--- config.mk ---
export PLATFORM = sky130hd
export DESIGN_NAME = fb_pixel_writer
export DESIGN_NICKNAME = d
export VERILOG_FILES = /design/src/rtl/fb_pixel_writer_pkg.sv /design/src/rtl/fb_addr_calc.sv /design/src/rtl/fb_pixel_writer.sv
export SDC_FILE = /design/constraint.sdc
export NUM_CORES = 1
export LEC_CHECK = 0
export CAP_MARGIN = 20
export CORE_MARGIN = 2
export CORE_UTILIZATION = 35
export CTS_CLUSTER_DIAMETER = 30
export DETAILED_ROUTE_END_ITERATION = 8
export DONT_BUFFER_PORTS = 1
export PLACE_DENSITY_LB_ADDON = 0.3
export RECOVER_POWER = 50
export SLEW_MARGIN = 15
export SYNTH_ARGS = -nofsm -noshare
export SYNTH_HDL_FRONTEND = slang
export SYNTH_SLANG_ARGS = --single-unit
--- constraint.sdc ---
create_clock -name clk -period 3.1 [get_ports clk]
set_clock_uncertainty 0.1 [all_clocks]
set_input_delay 0.775 -clock clk [delete_from_list [all_inputs] [get_ports clk]]
set_output_delay 0.775 -clock clk [all_outputs]
set_load 0.03 [all_outputs]
--- src/rtl/fb_pixel_writer_pkg.sv ---
// Shared definitions for the framebuffer write port: geometry, bus widths, FSM states.
// Latency: n/a (types and constants only).
// Backpressure: n/a.
package fb_pixel_writer_pkg;

  localparam int PIXEL_SIZE = 8;    // RRRGGGBB
  localparam int FB_WIDTH   = 640;  // default visible pixels per line
  localparam int FB_HEIGHT  = 480;  // default visible lines per frame
  localparam int ADR_BITS   = 26;   // word address, MemAdr[26:1]
  localparam int COORD_BITS = 11;   // x / y coordinate width

  // Write-side bus FSM encodings
  typedef enum logic [1:0] {
    FBW_IDLE  = 2'd0,
    FBW_SETUP = 2'd1,
    FBW_WRITE = 2'd2,
    FBW_HOLD  = 2'd3
  } fbwState_t;

  // A pixel occupies the low byte of a RAM word; the upper byte lane is never enabled.
  function automatic logic [15:0] pixelWord(input logic [PIXEL_SIZE-1:0] colour);
    return {8'h00, colour};
  endfunction

endpackage

--- src/rtl/fb_addr_calc.sv ---
// Linear framebuffer address y*WIDTH+x, registered on load, with a combinational range check.
// Latency: 1 clock from load to adr; inRange is same-cycle.
// Backpressure: none; caller decides when to load.
// Ports: clk, resetn (sync, active low), load, x, y -> inRange (comb), adr (registered).
module fb_addr_calc
  import fb_pixel_writer_pkg::*;
#(
  parameter int WIDTH  = FB_WIDTH,
  parameter int HEIGHT = FB_HEIGHT
) (
  input  logic                  clk,
  input  logic                  resetn,
  input  logic                  load,
  input  logic [COORD_BITS-1:0] x,
  input  logic [COORD_BITS-1:0] y,
  output logic                  inRange,
  output logic [ADR_BITS-1:0]   adr
);

  localparam logic [COORD_BITS:0] WIDTH_L  = (COORD_BITS+1)'(WIDTH);
  localparam logic [COORD_BITS:0] HEIGHT_L = (COORD_BITS+1)'(HEIGHT);
  localparam logic [ADR_BITS-1:0] WIDTH_A  = ADR_BITS'(WIDTH);

  // Extra top bit so a WIDTH/HEIGHT equal to 2**COORD_BITS still compares correctly.
  assign inRange = ({1'b0, x} < WIDTH_L) && ({1'b0, y} < HEIGHT_L);

  always_ff @(posedge clk) begin
    if (!resetn) begin
      adr <= '0;
    end else if (load) begin
      adr <= {{(ADR_BITS-COORD_BITS){1'b0}}, y} * WIDTH_A
           + {{(ADR_BITS-COORD_BITS){1'b0}}, x};
    end
  end

endmodule

--- src/rtl/fb_pixel_writer.sv ---
// Framebuffer write port: single pixel writes or whole-frame fill as async cellular-RAM write cycles.
// Latency: accept at edge N -> SETUP N+1, MemWR low N+2..N+1+WE_CYCLES, HOLD, ready again N+3+WE_CYCLES.
// Backpressure: pix_ready low while a cycle or fill is active, or while the display is not blanking.
// Ports: clk, resetn (sync, active low), blank, pix_valid/pix_ready/pix_x/pix_y/pix_data,
//        fill_start/fill_color, busy, oob (sticky), RAM bus: mem_adr, mem_dq_out, mem_dq_oe,
//        mem_wr_n, mem_oe_n, ram_cs_n, ram_lb_n, ram_ub_n. MemDB tri-state lives in the chip top.
module fb_pixel_writer
  import fb_pixel_writer_pkg::*;
#(
  parameter int WIDTH     = FB_WIDTH,
  parameter int HEIGHT    = FB_HEIGHT,
  parameter int WE_CYCLES = 2
) (
  input  logic                  clk,
  input  logic                  resetn,
  input  logic                  blank,
  input  logic                  pix_valid,
  output logic                  pix_ready,
  input  logic [COORD_BITS-1:0] pix_x,
  input  logic [COORD_BITS-1:0] pix_y,
  input  logic [PIXEL_SIZE-1:0] pix_data,
  input  logic                  fill_start,
  input  logic [PIXEL_SIZE-1:0] fill_color,
  output logic                  busy,
  output logic                  oob,
  output logic [ADR_BITS-1:0]   mem_adr,
  output logic [15:0]           mem_dq_out,
  output logic                  mem_dq_oe,
  output logic                  mem_wr_n,
  output logic                  mem_oe_n,
  output logic                  ram_cs_n,
  output logic                  ram_lb_n,
  output logic                  ram_ub_n
);

  localparam int                  FB_WORDS = WIDTH * HEIGHT;
  localparam logic [ADR_BITS-1:0] LAST_ADR = ADR_BITS'(FB_WORDS - 1);
  localparam int                  WCW      = (WE_CYCLES > 1) ? $clog2(WE_CYCLES) : 1;
  localparam logic [WCW-1:0]      WE_LAST  = WCW'(WE_CYCLES - 1);

  fbwState_t             state;
  logic                  fillActive;
  logic                  fillMode;    // current/last bus cycle came from the fill engine
  logic [PIXEL_SIZE-1:0] fillColour;
  logic [ADR_BITS-1:0]   fillCnt;
  logic [ADR_BITS-1:0]   fillAdr;
  logic [ADR_BITS-1:0]   calcAdr;
  logic                  inRange;
  logic [WCW-1:0]        weCnt;
  logic                  pixAccept;
  logic                  fillStartOk;

  assign pix_ready   = (state == FBW_IDLE) && blank && !fillActive;
  assign fillStartOk = fill_start && (state == FBW_IDLE) && !fillActive;
  // A fill request in the same cycle takes priority over a pending pixel.
  assign pixAccept   = pix_valid && pix_ready && !fill_start;
  assign busy        = fillActive || (state != FBW_IDLE);

  // Both address sources are registers, so the mux keeps mem_adr stable and held in IDLE.
  assign mem_adr  = fillMode ? fillAdr : calcAdr;
  assign mem_oe_n = 1'b1;
  assign ram_ub_n = 1'b1;

  fb_addr_calc #(
    .WIDTH  (WIDTH),
    .HEIGHT (HEIGHT)
  ) u_addrCalc (
    .clk     (clk),
    .resetn  (resetn),
    .load    (pixAccept && inRange),
    .x       (pix_x),
    .y       (pix_y),
    .inRange (inRange),
    .adr     (calcAdr)
  );

  always_ff @(posedge clk) begin
    if (!resetn) begin
      state      <= FBW_IDLE;
      fillActive <= 1'b0;
      fillMode   <= 1'b0;
      fillColour <= '0;
      fillCnt    <= '0;
      fillAdr    <= '0;
      weCnt      <= '0;
      oob        <= 1'b0;
      mem_dq_out <= '0;
      mem_dq_oe  <= 1'b0;
      mem_wr_n   <= 1'b1;
      ram_cs_n   <= 1'b1;
      ram_lb_n   <= 1'b1;
    end else begin
      case (state)
        FBW_IDLE: begin
          if (fillStartOk) begin
            fillActive <= 1'b1;
            fillCnt    <= '0;
            fillColour <= fill_color;
          end else if (fillActive && blank) begin
            fillMode   <= 1'b1;
            fillAdr    <= fillCnt;
            mem_dq_out <= pixelWord(fillColour);
            state      <= FBW_SETUP;
            ram_cs_n   <= 1'b0;
            ram_lb_n   <= 1'b0;
            mem_dq_oe  <= 1'b1;
          end else if (pixAccept) begin
            if (inRange) begin
              fillMode   <= 1'b0;
              mem_dq_out <= pixelWord(pix_data);
              state      <= FBW_SETUP;
              ram_cs_n   <= 1'b0;
              ram_lb_n   <= 1'b0;
              mem_dq_oe  <= 1'b1;
            end else begin
              oob <= 1'b1;  // request is consumed but never reaches the bus
            end
          end
        end
        FBW_SETUP: begin
          state    <= FBW_WRITE;
          mem_wr_n <= 1'b0;
          weCnt    <= '0;
        end
        FBW_WRITE: begin
          if (weCnt == WE_LAST) begin
            state    <= FBW_HOLD;
            mem_wr_n <= 1'b1;
          end else begin
            weCnt <= weCnt + 1'b1;
          end
        end
        FBW_HOLD: begin
          state     <= FBW_IDLE;
          ram_cs_n  <= 1'b1;
          ram_lb_n  <= 1'b1;
          mem_dq_oe <= 1'b0;
          if (fillMode && fillActive) begin
            if (fillCnt == LAST_ADR) fillActive <= 1'b0;
            else                     fillCnt    <= fillCnt + 1'b1;
          end
        end
        default: state <= FBW_IDLE;
      endcase
    end
  end

endmodule
==> results_dict.tcl <==
set metrics [dict create \
    status "finished, final reports clean" \
    cts.sinks 99 \
    ant_nets 0 \
    cp.required_ns 3.26 \
    die_x_microns 128 \
    initial_core_util_pct 35.5 \
    core-area_sq_um 15100 \
    wl_per_cell_microns 15.5 \
    antenna_found_initial 0 \
    clockBufferDepth 2 \
    end_kind "flop" \
    crit_type "in2reg" \
    hp-class "reg2reg" \
    slowest_delay_ns 0.40 \
    rsz0062_at_grt "false" \
    syn_area_sq_um 5360 \
    synth-seq-cells 99 \
    yosysWarningCount 0 \
    nFillCells 1548 \
    finalSetupViolations 0 \
    powerDensity_nw_per_um2 586 \
    slew_headroom_pct 21.1 \
    clk_pin_slew_worst_paths_ns 0.06 \
    switching_share_pct 34.5 \
    internal_power_mw 2.26 \
    grt_pass1_vias 4289 \
    worstHoldEndpoint "fillAdr[12]" \
    place_inst 828 \
    io_buffer_count 0 \
    via_per_inst 5.33 \
    switchingPower_mw 1.19 \
    cap_viol_max_count 0 \
    crit-reg2reg-capture "mem_dq_out[1]" \
    ys_types 66 \
    p_clk_share_pct 29.9 \
    grt_use_total_pct 16.5 \
    fin_nets 724 \
    worstPathArrival_ns 2.99 \
    cts_buffers 9 \
    grt_pass1_wl_microns 21500 \
    ctsHoldBuffers 0 \
    leakagePower_nw 2.10 \
    ys_seq_area_share_pct 37.0 \
    holdPathStages 2 \
    die_h_microns 128 \
    wl_microns 13100 \
    hpwl_microns 9940 \
    drv_slew 0 \
    drt_iter0_markers 160 \
    pwr-share-seq_pct 43.1 \
    regToRegSetupSlack_ns 0.43 \
    diodes 0 \
    combPwrFrac_pct 27.0 \
    synth_edf_count 0 \
    drt_drc_violations_left 0 \
    row_count 45 \
    finalSetupTns_ns 0 \
    num_vias 4497 \
    yosysTopAreaCell "dfxtp_1" \
    tritoncts "done" \
    ys.flop_type "dfxtp_1" \
    worst_pin_slew_ns 1.18 \
    post_cts_buffers 0 \
    cts.repair.resized 0 \
    place_congestion 0.827 \
    rr_startpoint "state[0]" \
    ios 94 \
    timing.final.hold_violations 0 \
    avgSynthCellArea_sq_um 8.19 \
    peakVddDrop_v 0.000282 \
    layout-drive-gt1-share_pct 11.9 \
    grt_max_degree 42 \
    insertion_delay_ns 0.35 \
    dr.pass1.iters 4 \
    synth_area_leaders "dfxtp_1 37%, nand2_1 7.7%, ha_1 6.5%" \
    dieArea_sq_um 16300 \
    start_kind "primary input" \
    power.total_mw 3.45 \
    holdWs_ns 0.351 \
    synthArstFlopShare_pct 0 \
    fin_crit_sh_pct 91.2 \
    worstPathMaxFanout 4 \
    syn_inst 654 \
    cp_top_family "adder cells" \
    synthDominantCellAreaShare_pct 37.0 \
    cts-root-buf "clkbuf_16" \
    fmax_ghz 0.354 \
    worstHoldStart "fillAdr[12]" \
    htreeDepth 3 \
    rr_worst_depth 10 \
    overflow 0 \
    cp.buffers_inverters 0 \
    path_cells "ha_1 > ha_2 > fa_2 > a211oi_2 > o21ai_1 > or3b_4 > nand2_2 > or3_4 > a211oi_1" \
    area_delta_synth_final_pct 10.0 \
    cp_slowest_cell "fa_2" \
    finalCriticalPeriod_ns 2.83 \
    post_layout_nonfiller_instances 844 \
]
-- registers in the layout, indices dropped and copies added, names as in the netlist --
register and cells:
fillAdr 26, fillCnt 26, u_addrCalc.adr 22, fillColour 8, mem_dq_out 8, state 2, fillActive 1, fillMode 1
mem_dq_oe 1, mem_wr_n 1, oob 1, ram_lb_n 1, weCnt 1
-- per-layer routing --
layer | routed length (microns) | up-vias | GRT usage (%)
met5 | 0 | - | 0
met4 | 180 | 0 | 4.52
met3 | 1100 | 13 | 7.18
met2 | 6070 | 113 | 26.7
met1 | 5740 | 2112 | 20.0
li1 | - | 2259 | -
-- cell type report --
| cell class | instances | area [sq um] | share of cell area, % |
|---|---|---|---|
| multi-input cells | 497 | 3150 | 53.5 |
| flip-flops and latches | 99 | 1980 | 33.6 |
| clock buffers | 12 | 246 | 4.18 |
| well taps | 188 | 235 | 3.99 |
| repair buffers | 26 | 185 | 3.14 |
| inverters | 18 | 67.6 | 1.15 |
| clock inverters | 4 | 26.3 | 0.446 |
-- cells in the mapped netlist (all sizes together), types with 2 or more instances --
library cell / number
mux2: 22
conb: 2
nor4b: 2
mux2i: 2
xor2: 9
o21ai: 15
o221ai: 2
a21o: 7
dfxtp: 99
nor4: 8
inv: 17
nand2b: 3
a21oi: 59
o21a: 3
clkbuf: 29
nor3: 16
buf: 19
nor2: 52
nand2: 112
nor3b: 3
and2: 7
nand4: 12
a311oi: 9
a31o: 2
a211oi: 13
xnor2: 22
fa: 2
and4: 3
o31ai: 2
or2: 3
or3: 5
ha: 28
and3: 5
nor2b: 6
nand3: 33
a311o: 2
-- stage by stage --
stage,cell area [sq um],setup WS (ns),utilization (%)
detailed placement,5630,-0.0849,37.3
global route,5890,0.172,39.1
global placement,5630,-0.0382,37.3
floorplan,5430,0.0519,-
finish,5890,0.274,39.1
CTS,5900,0.284,39.1
-- layout by cell type, fill, tap and decap left out, types with 2 or more instances in the layout --
cell type,synthesis,layout
ha_2,0,2
a21o_1,5,5
and3_1,5,5
or2_2,3,3
nor3b_1,3,3
mux2_1,0,9
nor4_1,8,8
nand3_1,33,33
a211oi_2,0,2
ha_1,28,26
nor4b_1,2,2
mux2_2,22,13
mux2i_1,2,2
nor3_1,15,15
a211oi_1,13,11
nand2_2,2,2
and4_1,3,3
inv_1,17,17
nor2b_1,6,6
buf_4,11,23
and2_1,7,7
a21oi_1,58,58
or3_1,4,4
clkinv_2,0,2
o21a_1,3,3
nand4_1,12,12
nand2b_1,3,3
clkbuf_1,29,4
nor2_1,52,51
o21ai_1,1,2
conb_1,2,10
xor2_1,8,8
a311oi_1,9,9
nand2_1,110,110
o21ai_0,14,13
clkbuf_16,0,9
dfxtp_1,99,99
a21o_2,2,2
xnor2_1,22,21
a31o_2,2,2
-- worst max-delay path by stage --
stage	from	endpoint	slack, ns	cells after the start
4_1_cts	pix_y[1]	u_addrCalc.adr[18]	0.28	9
3_3_place_gp	pix_y[1]	u_addrCalc.adr[19]	-0.04	9
6_report	pix_y[1]	u_addrCalc.adr[18]	0.27	9
2_1_floorplan	pix_y[1]	u_addrCalc.adr[19]	0.05	9
3_5_place_dp	pix_y[1]	u_addrCalc.adr[18]	-0.08	9
5_1_grt	pix_y[4]	u_addrCalc.adr[20]	0.17	7
-- worst min-delay path, delay by kind of cell, from the launching register on --
| family | cells | cell delay, ns |
|---|---|---|
| AO/OA/AOI/OAI | 1 | 0.05 |
| flip-flops | 1 | 0.31 |
| AND/OR/NAND/NOR | 1 | 0.05 |
-- kinds of logic (layout without fill, tap and decap cells) --
family	after synthesis	after routing	synth area share, %
AO/OA/AOI/OAI	127	127	15.6
XOR/XNOR	31	31	5.21
adder cells (fa/ha/maj)	30	30	7.29
buffers and inverters	66	60	5.51
flip-flops	99	99	37.0
multiplexers	24	24	5.00
other	2	10	0.140
AND/OR/NAND/NOR	275	275	24.3
-- power by group through the flow --
stage | Sequential (mW) | Combinational (mW) | Clock (mW)
floorplan | 1.47 | 0.749 | 0
global placement | 1.51 | 0.917 | 0
detailed placement | 1.52 | 0.942 | 0
CTS | 1.49 | 0.945 | 1.07
global route | 1.50 | 1.04 | 1.12
finish | 1.49 | 0.932 | 1.03
No activity file was read; power rests on OpenSTA's default activity.
